### config.mk
export PLATFORM = sky130hd
export DESIGN_NAME = ula_serial_fatias
export DESIGN_NICKNAME = d
export VERILOG_FILES = /design/src/rtl/ula_pkg.sv /design/src/rtl/ula_fatia.sv /design/src/rtl/ula_serial_fatias.sv
export SDC_FILE = /design/constraint.sdc
export NUM_CORES = 1
export LEC_CHECK = 0
export BUFFER_PORTS_ARGS = -buffer_cell sky130_fd_sc_hd__buf_4
export CORE_UTILIZATION = 40
export CTS_BUF_LIST = sky130_fd_sc_hd__clkbuf_4 sky130_fd_sc_hd__clkbuf_8
export CTS_CLUSTER_DIAMETER = 150
export DETAILED_ROUTE_END_ITERATION = 10
export PLACE_DENSITY_LB_ADDON = 0.12
export SLEW_MARGIN = 20
export SYNTH_ARGS = -nofsm -noshare
export SYNTH_HDL_FRONTEND = slang
export SYNTH_SLANG_ARGS = --single-unit
### constraint.sdc
create_clock -name clk -period 4.7 [get_ports clk]
set_clock_uncertainty 0.2 [all_clocks]
set_input_delay 0.235 -clock clk [delete_from_list [all_inputs] [get_ports clk]]
set_output_delay 0.235 -clock clk [all_outputs]
set_load 0.02 [all_outputs]
### src/rtl/ula_pkg.sv
// Shared constants and types for the slice-serial ALU: opcodes, FSM states, default slice width.
package ula_pkg;

    localparam int unsigned ULA_SLICE_DEF = 4;

    // Function selects (arithmetic when m=0, logic when m=1)
    localparam logic [3:0] ULA_SOMA  = 4'b1001;
    localparam logic [3:0] ULA_SUB   = 4'b0110;
    localparam logic [3:0] ULA_XOR   = 4'b0110;
    localparam logic [3:0] ULA_NOT_A = 4'b0000;
    localparam logic [3:0] ULA_ZERO  = 4'b0011;
    localparam logic [3:0] ULA_UNS   = 4'b1100;

    typedef enum logic [1:0] {
        IDLE = 2'd0,
        BUSY = 2'd1,
        DONE = 2'd2
    } ula_state_e;

    typedef struct packed {
        logic [3:0] s;
        logic       m;
        logic       c_in;
    } ula_ctrl_t;

endpackage

### src/rtl/ula_fatia.sv
// Combinational ALU slice: 16-function table on SLICE bits, with carry-out and carry into the slice MSB.
module ula_fatia
    import ula_pkg::*;
#(
    parameter int unsigned SLICE = ULA_SLICE_DEF
) (
    input  logic [SLICE-1:0] a_i,
    input  logic [SLICE-1:0] b_i,
    input  logic [3:0]       s_i,
    input  logic             m_i,
    input  logic             c_i,
    output logic [SLICE-1:0] f_o_c,
    output logic             co_o_c,
    output logic             cmsb_o_c
);

    logic [SLICE-1:0] t1;
    logic [SLICE-1:0] t2;
    logic [SLICE:0]   full;

    assign t1 = a_i | (b_i & {SLICE{s_i[0]}}) | (~b_i & {SLICE{s_i[1]}});
    assign t2 = (a_i & b_i & {SLICE{s_i[3]}}) | (a_i & ~b_i & {SLICE{s_i[2]}});
    assign full = (SLICE+1)'(t1) + (SLICE+1)'(t2) + (SLICE+1)'(c_i);

    // Carry into the MSB recovered from the sum bit, avoiding a per-bit ripple loop
    always_comb begin
        f_o_c    = '0;
        co_o_c   = 1'b0;
        cmsb_o_c = 1'b0;
        if (m_i) begin
            f_o_c = ~(t1 ^ t2);
        end else begin
            f_o_c    = full[SLICE-1:0];
            co_o_c   = full[SLICE];
            cmsb_o_c = full[SLICE-1] ^ t1[SLICE-1] ^ t2[SLICE-1];
        end
    end

endmodule

### src/rtl/ula_serial_fatias.sv
// Multi-cycle ALU: latches operands, computes one SLICE-bit slice per clock LSB first, then holds the result.
module ula_serial_fatias
    import ula_pkg::*;
#(
    parameter int unsigned WIDTH = 16,
    parameter int unsigned SLICE = ULA_SLICE_DEF
) (
    input  logic             clk,
    input  logic             rst_n,
    input  logic             in_valid,
    output logic             in_ready,
    input  logic [WIDTH-1:0] a,
    input  logic [WIDTH-1:0] b,
    input  logic [3:0]       s,
    input  logic             m,
    input  logic             c_in,
    output logic             out_valid,
    input  logic             out_ready,
    output logic [WIDTH-1:0] f,
    output logic             c_out,
    output logic             v_out,
    output logic             zero,
    output logic             a_eq_b
);

    localparam int unsigned NUM_SLICES = WIDTH / SLICE;
    localparam int unsigned IDX_W      = (NUM_SLICES > 1) ? $clog2(NUM_SLICES) : 1;
    localparam logic [IDX_W-1:0] LAST_IDX = IDX_W'(NUM_SLICES - 1);

    ula_state_e       state_q, state_d;
    logic [WIDTH-1:0] a_q, a_d;
    logic [WIDTH-1:0] b_q, b_d;
    ula_ctrl_t        ctrl_q, ctrl_d;
    logic [IDX_W-1:0] idx_q, idx_d;
    logic             carry_q, carry_d;
    logic [WIDTH-1:0] f_q, f_d;
    logic             c_out_q, c_out_d;
    logic             v_out_q, v_out_d;
    logic             zero_q, zero_d;
    logic             a_eq_b_q, a_eq_b_d;
    logic             in_ready_q, in_ready_d;
    logic             out_valid_q, out_valid_d;

    logic [31:0]      bit_off;
    logic [SLICE-1:0] sl_a;
    logic [SLICE-1:0] sl_b;
    logic             sl_cin;
    logic [SLICE-1:0] sl_f;
    logic             sl_co;
    logic             sl_cmsb;

    assign bit_off = 32'(idx_q) * 32'(SLICE);
    assign sl_a    = a_q[bit_off +: SLICE];
    assign sl_b    = b_q[bit_off +: SLICE];
    // Slice 0 takes the latched c_in; later slices take the rippled carry
    assign sl_cin  = (idx_q == '0) ? ctrl_q.c_in : carry_q;

    ula_fatia #(
        .SLICE(SLICE)
    ) u_fatia (
        .a_i      (sl_a),
        .b_i      (sl_b),
        .s_i      (ctrl_q.s),
        .m_i      (ctrl_q.m),
        .c_i      (sl_cin),
        .f_o_c    (sl_f),
        .co_o_c   (sl_co),
        .cmsb_o_c (sl_cmsb)
    );

    always_comb begin
        state_d     = state_q;
        a_d         = a_q;
        b_d         = b_q;
        ctrl_d      = ctrl_q;
        idx_d       = idx_q;
        carry_d     = carry_q;
        f_d         = f_q;
        c_out_d     = c_out_q;
        v_out_d     = v_out_q;
        zero_d      = zero_q;
        a_eq_b_d    = a_eq_b_q;
        in_ready_d  = in_ready_q;
        out_valid_d = out_valid_q;

        unique case (state_q)
            IDLE: begin
                if (in_valid) begin
                    a_d        = a;
                    b_d        = b;
                    ctrl_d     = '{s: s, m: m, c_in: c_in};
                    carry_d    = c_in;
                    idx_d      = '0;
                    in_ready_d = 1'b0;
                    state_d    = BUSY;
                end
            end
            BUSY: begin
                f_d[bit_off +: SLICE] = sl_f;
                carry_d = sl_co;
                idx_d   = idx_q + IDX_W'(1);
                if (idx_q == LAST_IDX) begin
                    c_out_d     = sl_co;
                    v_out_d     = sl_cmsb ^ sl_co;
                    zero_d      = (f_d == '0);
                    a_eq_b_d    = (a_q == b_q);
                    idx_d       = '0;
                    out_valid_d = 1'b1;
                    state_d     = DONE;
                end
            end
            DONE: begin
                if (out_ready) begin
                    out_valid_d = 1'b0;
                    in_ready_d  = 1'b1;
                    state_d     = IDLE;
                end
            end
            default: begin
                state_d     = IDLE;
                in_ready_d  = 1'b1;
                out_valid_d = 1'b0;
            end
        endcase
    end

    always_ff @(posedge clk or negedge rst_n) begin
        if (!rst_n) begin
            state_q     <= IDLE;
            a_q         <= '0;
            b_q         <= '0;
            ctrl_q      <= '0;
            idx_q       <= '0;
            carry_q     <= 1'b0;
            f_q         <= '0;
            c_out_q     <= 1'b0;
            v_out_q     <= 1'b0;
            zero_q      <= 1'b0;
            a_eq_b_q    <= 1'b0;
            in_ready_q  <= 1'b1;
            out_valid_q <= 1'b0;
        end else begin
            state_q     <= state_d;
            a_q         <= a_d;
            b_q         <= b_d;
            ctrl_q      <= ctrl_d;
            idx_q       <= idx_d;
            carry_q     <= carry_d;
            f_q         <= f_d;
            c_out_q     <= c_out_d;
            v_out_q     <= v_out_d;
            zero_q      <= zero_d;
            a_eq_b_q    <= a_eq_b_d;
            in_ready_q  <= in_ready_d;
            out_valid_q <= out_valid_d;
        end
    end

    assign in_ready  = in_ready_q;
    assign out_valid = out_valid_q;
    assign f         = f_q;
    assign c_out     = c_out_q;
    assign v_out     = v_out_q;
    assign zero      = zero_q;
    assign a_eq_b    = a_eq_b_q;

endmodule

==> metrics.txt <==
# TYPE chip_impl_metric gauge
chip_impl_metric{name="clock_insertion_delay_worst_skew",unit="ps"} 340
chip_impl_metric{name="syn_avg_cell_area",unit="µm²"} 11.9
chip_impl_metric{name="placeableCoreArea",unit="µm²"} 8300
chip_impl_metric{name="insertedDiodeCount",unit=""} 0
chip_impl_metric{name="power.ir.vdd_worst",unit="mV"} 0.388
chip_impl_metric{name="wl_per_cell",unit="µm"} 15.2
chip_impl_metric{name="asyncSetResetFlopFracSynth",unit=""} 1.00
chip_impl_metric{name="globalRoute.totalOverflow",unit=""} 0
chip_impl_info{name="regToRegStartpoint",value="b_q[4]"} 1
chip_impl_metric{name="achievable-frequency",unit="MHz"} 284
chip_impl_metric{name="number_of_synthesized_flops_with_an_enable_pin",unit=""} 0
chip_impl_metric{name="relSlewSlack",unit=""} 0.447
chip_impl_metric{name="adder_cell_fraction_of_synth_area",unit=""} 0.0477
chip_impl_metric{name="htree_num_levels",unit=""} 3
chip_impl_metric{name="design.final.nets",unit=""} 453
chip_impl_metric{name="worst-endpoint-arrival",unit="ps"} 3560
chip_impl_info{name="synth_top_family_by_area",value="multiplexers"} 1
chip_impl_metric{name="die_h",unit="µm"} 95.1
chip_impl_metric{name="yosys_warnings",unit=""} 0
chip_impl_info{name="critPathMostFrequentCell",value="sky130_fd_sc_hd__fa_1"} 1
chip_impl_metric{name="die_w",unit="µm"} 95.1
chip_impl_metric{name="syn-cell-area",unit="µm²"} 3470
chip_impl_metric{name="maximum_number_of_pins_on_one_net_before_global_route_repair",unit=""} 66
chip_impl_metric{name="post_cts_setup_repair_bufs",unit=""} 0
chip_impl_metric{name="ant_nets",unit=""} 0
chip_impl_metric{name="synth.ff_latch_count",unit=""} 65
chip_impl_metric{name="remaining_drc_errors",unit=""} 0
chip_impl_metric{name="max-cap-violations",unit=""} 0
chip_impl_metric{name="layout_area_overhead",unit="%"} 35.6
chip_impl_metric{name="track_usage",unit=""} 0.189
chip_impl_metric{name="final_util",unit=""} 0.566
chip_impl_metric{name="finalCritPeriodShare",unit=""} 0.750
chip_impl_info{name="clock-root-buffer",value="sky130_fd_sc_hd__clkbuf_8"} 1
chip_impl_info{name="synth_ff_type",value="sky130_fd_sc_hd__dfrtp_1"} 1
chip_impl_metric{name="hold_buffers",unit=""} 40
chip_impl_metric{name="critical_path_required",unit="ps"} 4730
chip_impl_info{name="worst_setup_path_end_kind",value="flip-flop"} 1
chip_impl_metric{name="pin_count",unit=""} 64
chip_impl_metric{name="synth-seq-area-share",unit=""} 0.470
chip_impl_info{name="cell_with_the_largest_stage_delay_on_the_worst_path",value="sky130_fd_sc_hd__mux4_1"} 1
chip_impl_metric{name="clock_path_buffers",unit=""} 2
chip_impl_info{name="worstHoldPathType",value="in2reg"} 1
chip_impl_metric{name="fillCellCount",unit=""} 732
chip_impl_metric{name="worst-slew-pin-transition",unit="ps"} 830
chip_impl_info{name="critPathKind",value="reg2reg"} 1
chip_impl_metric{name="port_buffers",unit=""} 63
chip_impl_metric{name="cts-resized-gates",unit=""} 0
chip_impl_info{name="worst_setup_path_startpoint",value="b_q[4]"} 1
chip_impl_metric{name="gp_routability_congestion",unit=""} 0.781
chip_impl_metric{name="yosys.area_share.simple",unit=""} 0.114
chip_impl_info{name="startpoint_type",value="flip-flop"} 1
chip_impl_metric{name="drt_first_iter_violations",unit=""} 85
chip_impl_metric{name="power_leakage",unit="nW"} 2.13
chip_impl_metric{name="cts-buffers-inserted",unit=""} 9
chip_impl_metric{name="totalNegativeSetupSlack",unit="ps"} 0
chip_impl_metric{name="vias",unit=""} 2632
chip_impl_metric{name="final_period_minus_worst_setup_slack",unit="ps"} 3520
chip_impl_metric{name="critical_path.max_stage_delay",unit="ps"} 570
chip_impl_metric{name="netlist_instances",unit=""} 292
chip_impl_metric{name="critical_path.max_fanout",unit=""} 4
chip_impl_metric{name="layout_cells_sized_above_1",unit=""} 0.329
chip_impl_metric{name="wl",unit="µm"} 7740
chip_impl_metric{name="die_area",unit="µm²"} 9040
chip_impl_info{name="outcome",value="finished clean"} 1
chip_impl_metric{name="cts_sinks",unit=""} 65
chip_impl_info{name="worstPathCellList",value="mux4_1, mux2i_1, nor2b_1, inv_1, fa_1, fa_1, nand2b_1, xnor2_1, a2111oi_0, nor4_1, a22o_1"} 1
chip_impl_metric{name="antenna_found_initial",unit=""} 0
chip_impl_metric{name="worst_setup_hold_path_clk_slew",unit="ps"} 70
chip_impl_metric{name="via_count_of_the_first_global_routing_pass",unit=""} 2654
chip_impl_metric{name="ys_types",unit=""} 46
chip_impl_metric{name="compound_gate_portion_of_the_synthesized_area",unit=""} 0.0877
chip_impl_info{name="hold_start",value="in_valid"} 1
chip_impl_metric{name="area.sequential",unit="µm²"} 1630
chip_impl_metric{name="multi_input_comb_area",unit="µm²"} 1760
chip_impl_metric{name="syn_nets",unit=""} 346
chip_impl_metric{name="row_count",unit=""} 33
chip_impl_metric{name="synth-xor-area-share",unit=""} 0.0455
chip_impl_metric{name="number_of_detailed_routing_iterations_run_before_antenna_repair",unit=""} 4
chip_impl_metric{name="avgViaCountPerCell",unit=""} 5.17
chip_impl_metric{name="initial_standard_cell_utilization_of_the_core",unit=""} 0.418
chip_impl_metric{name="final-hold-violation-count",unit=""} 0
chip_impl_metric{name="final_count_of_pins_violating_max_slew",unit=""} 0
chip_impl_info{name="cts_tree",value="yes"} 1
chip_impl_metric{name="hpwl",unit="µm"} 5430
chip_impl_info{name="grt_setup_unrepaired",value="false"} 1
chip_impl_metric{name="grt_first_pass_wirelength",unit="µm"} 12900
chip_impl_metric{name="final-setup-viol-count",unit=""} 0
chip_impl_metric{name="power_density",unit="nW/µm²"} 782
chip_impl_metric{name="synth.mux.area_fraction",unit=""} 0.210
-- cell usage in the layout, fill, tap and decap left out, drive strengths merged, types with 9 or more instances in the layout --
cell type,synthesis,final
mux2,41,41
dlygate4sd3,0,40
clkbuf,8,14
dfrtp,64,64
a22o,9,9
nor4,9,9
nand2,23,23
nor2,10,10
nor2b,9,9
inv,11,11
buf,2,66
o21ai,16,16
ha,10,10
xor2,16,16
-- power by group --
| group | internal [mW] | leakage (nW) | switching (mW) | total [mW] |
|---|---|---|---|---|
| registers | 0.810 | 0.802 | 0.246 | 1.06 |
| logic | 1.00 | 1.20 | 1.06 | 2.07 |
| clock network | 0.346 | 0.121 | 0.207 | 0.553 |
| total | 2.16 | 2.13 | 1.52 | 3.68 |
-- path summary, 6_finish.rpt --
path | to | slack [ps] | depth (start not counted)
min in group asynchronous | f[10] | 320 | 2
max in group asynchronous | a_q[4] | 3410 | 2
worst max-delay path | zero | 1180 | 11
worst min register to register | v_out | 310 | 2
worst min-delay path | in_ready | 100 | 4
worst max register to register | zero | 1180 | 11
-- state kept, by name (all words and copies together) (netlist names) --
signal and cells:
a_eq_b 1, a_q 16, b_q 16, c_out 1
carry_q 1, ctrl_q 6, f 16, idx_q 2
in_ready 1, out_valid 1, state_q 2, v_out 1
zero 1
-- final cells by class --
type / instances / area share
multi-input cells: 206 / 0.374
repair buffers: 106 / 0.193
flip-flops and latches: 65 / 0.346
inverters: 11 / 0.00878
well taps: 105 / 0.0279
clock inverters: 2 / 0.0128
clock buffers: 14 / 0.0370
-- stage by stage --
| stage | setup slack, ps | std cells | total power [mW] | hold WS, ps | area (µm²) |
|---|---|---|---|---|---|
| after floorplan | 1260 | 292 | 2.56 | -261 | 3470 |
| after global placement | 1210 | 452 | 3.06 | 185 | 4050 |
| after detailed placement | 1200 | 453 | 3.10 | 190 | 4070 |
| after CTS | 1150 | 509 | 3.70 | 103 | 4700 |
| after global routing | 975 | 509 | 3.97 | 143 | 4700 |
| final | 1180 | 509 | 3.68 | 103 | 4700 |
-- cell usage after synthesis, drive strengths merged (2+ instances only) --
| cell | instances | area, µm² |
|---|---|---|
| mux2 | 41 | 465 |
| or3 | 2 | 12.5 |
| buf | 2 | 16.3 |
| a211oi | 3 | 22.5 |
| nor2b | 9 | 56.3 |
| nand2b | 6 | 37.5 |
| clkbuf | 8 | 30.0 |
| o21ai | 16 | 80.1 |
| fa | 2 | 40.0 |
| nor4 | 9 | 56.3 |
| nor2 | 10 | 45.0 |
| nor3b | 2 | 15.0 |
| nand4 | 3 | 18.8 |
| mux4 | 8 | 191 |
| mux2i | 7 | 70.1 |
| a22o | 9 | 78.8 |
| nand3 | 2 | 10.0 |
| xor2 | 16 | 140 |
| ha | 10 | 125 |
| nor3 | 3 | 15.0 |
| inv | 11 | 41.3 |
| dfrtp | 64 | 1600 |
| a21oi | 5 | 28.8 |
| nand2 | 23 | 86.3 |
| xnor2 | 2 | 17.5 |
| o22ai | 3 | 18.8 |
| and3 | 2 | 12.5 |
-- cells by family (layout without fill, tap and decap cells) --
family	Yosys count	in the layout
flops	65	65
compound gates	45	45
simple gates	75	75
fa+ha+maj	12	12
buf+inv	21	133
mux	56	56
xor+xnor	18	18
-- routing by layer --
metal	vias to the layer above	wire length, µm	global-route usage
li1	1279	-	-
met1	1271	3540	0.241
met2	66	3740	0.311
met3	16	288	0.0431
met4	0	174	0.0758
met5	-	0	0
-- critical path, delay by kind of cell, from the launching register on --
kind	cells	cell delay [ps]
XOR/XNOR	1	100
multiplexers	2	720
AND/OR/NAND/NOR	3	390
AO/OA/AOI/OAI	2	620
flip-flops	1	400
buffers and inverters	1	80
adder cells (fa/ha/maj)	2	910
Note: power is estimated with default switching activity, not from simulation.
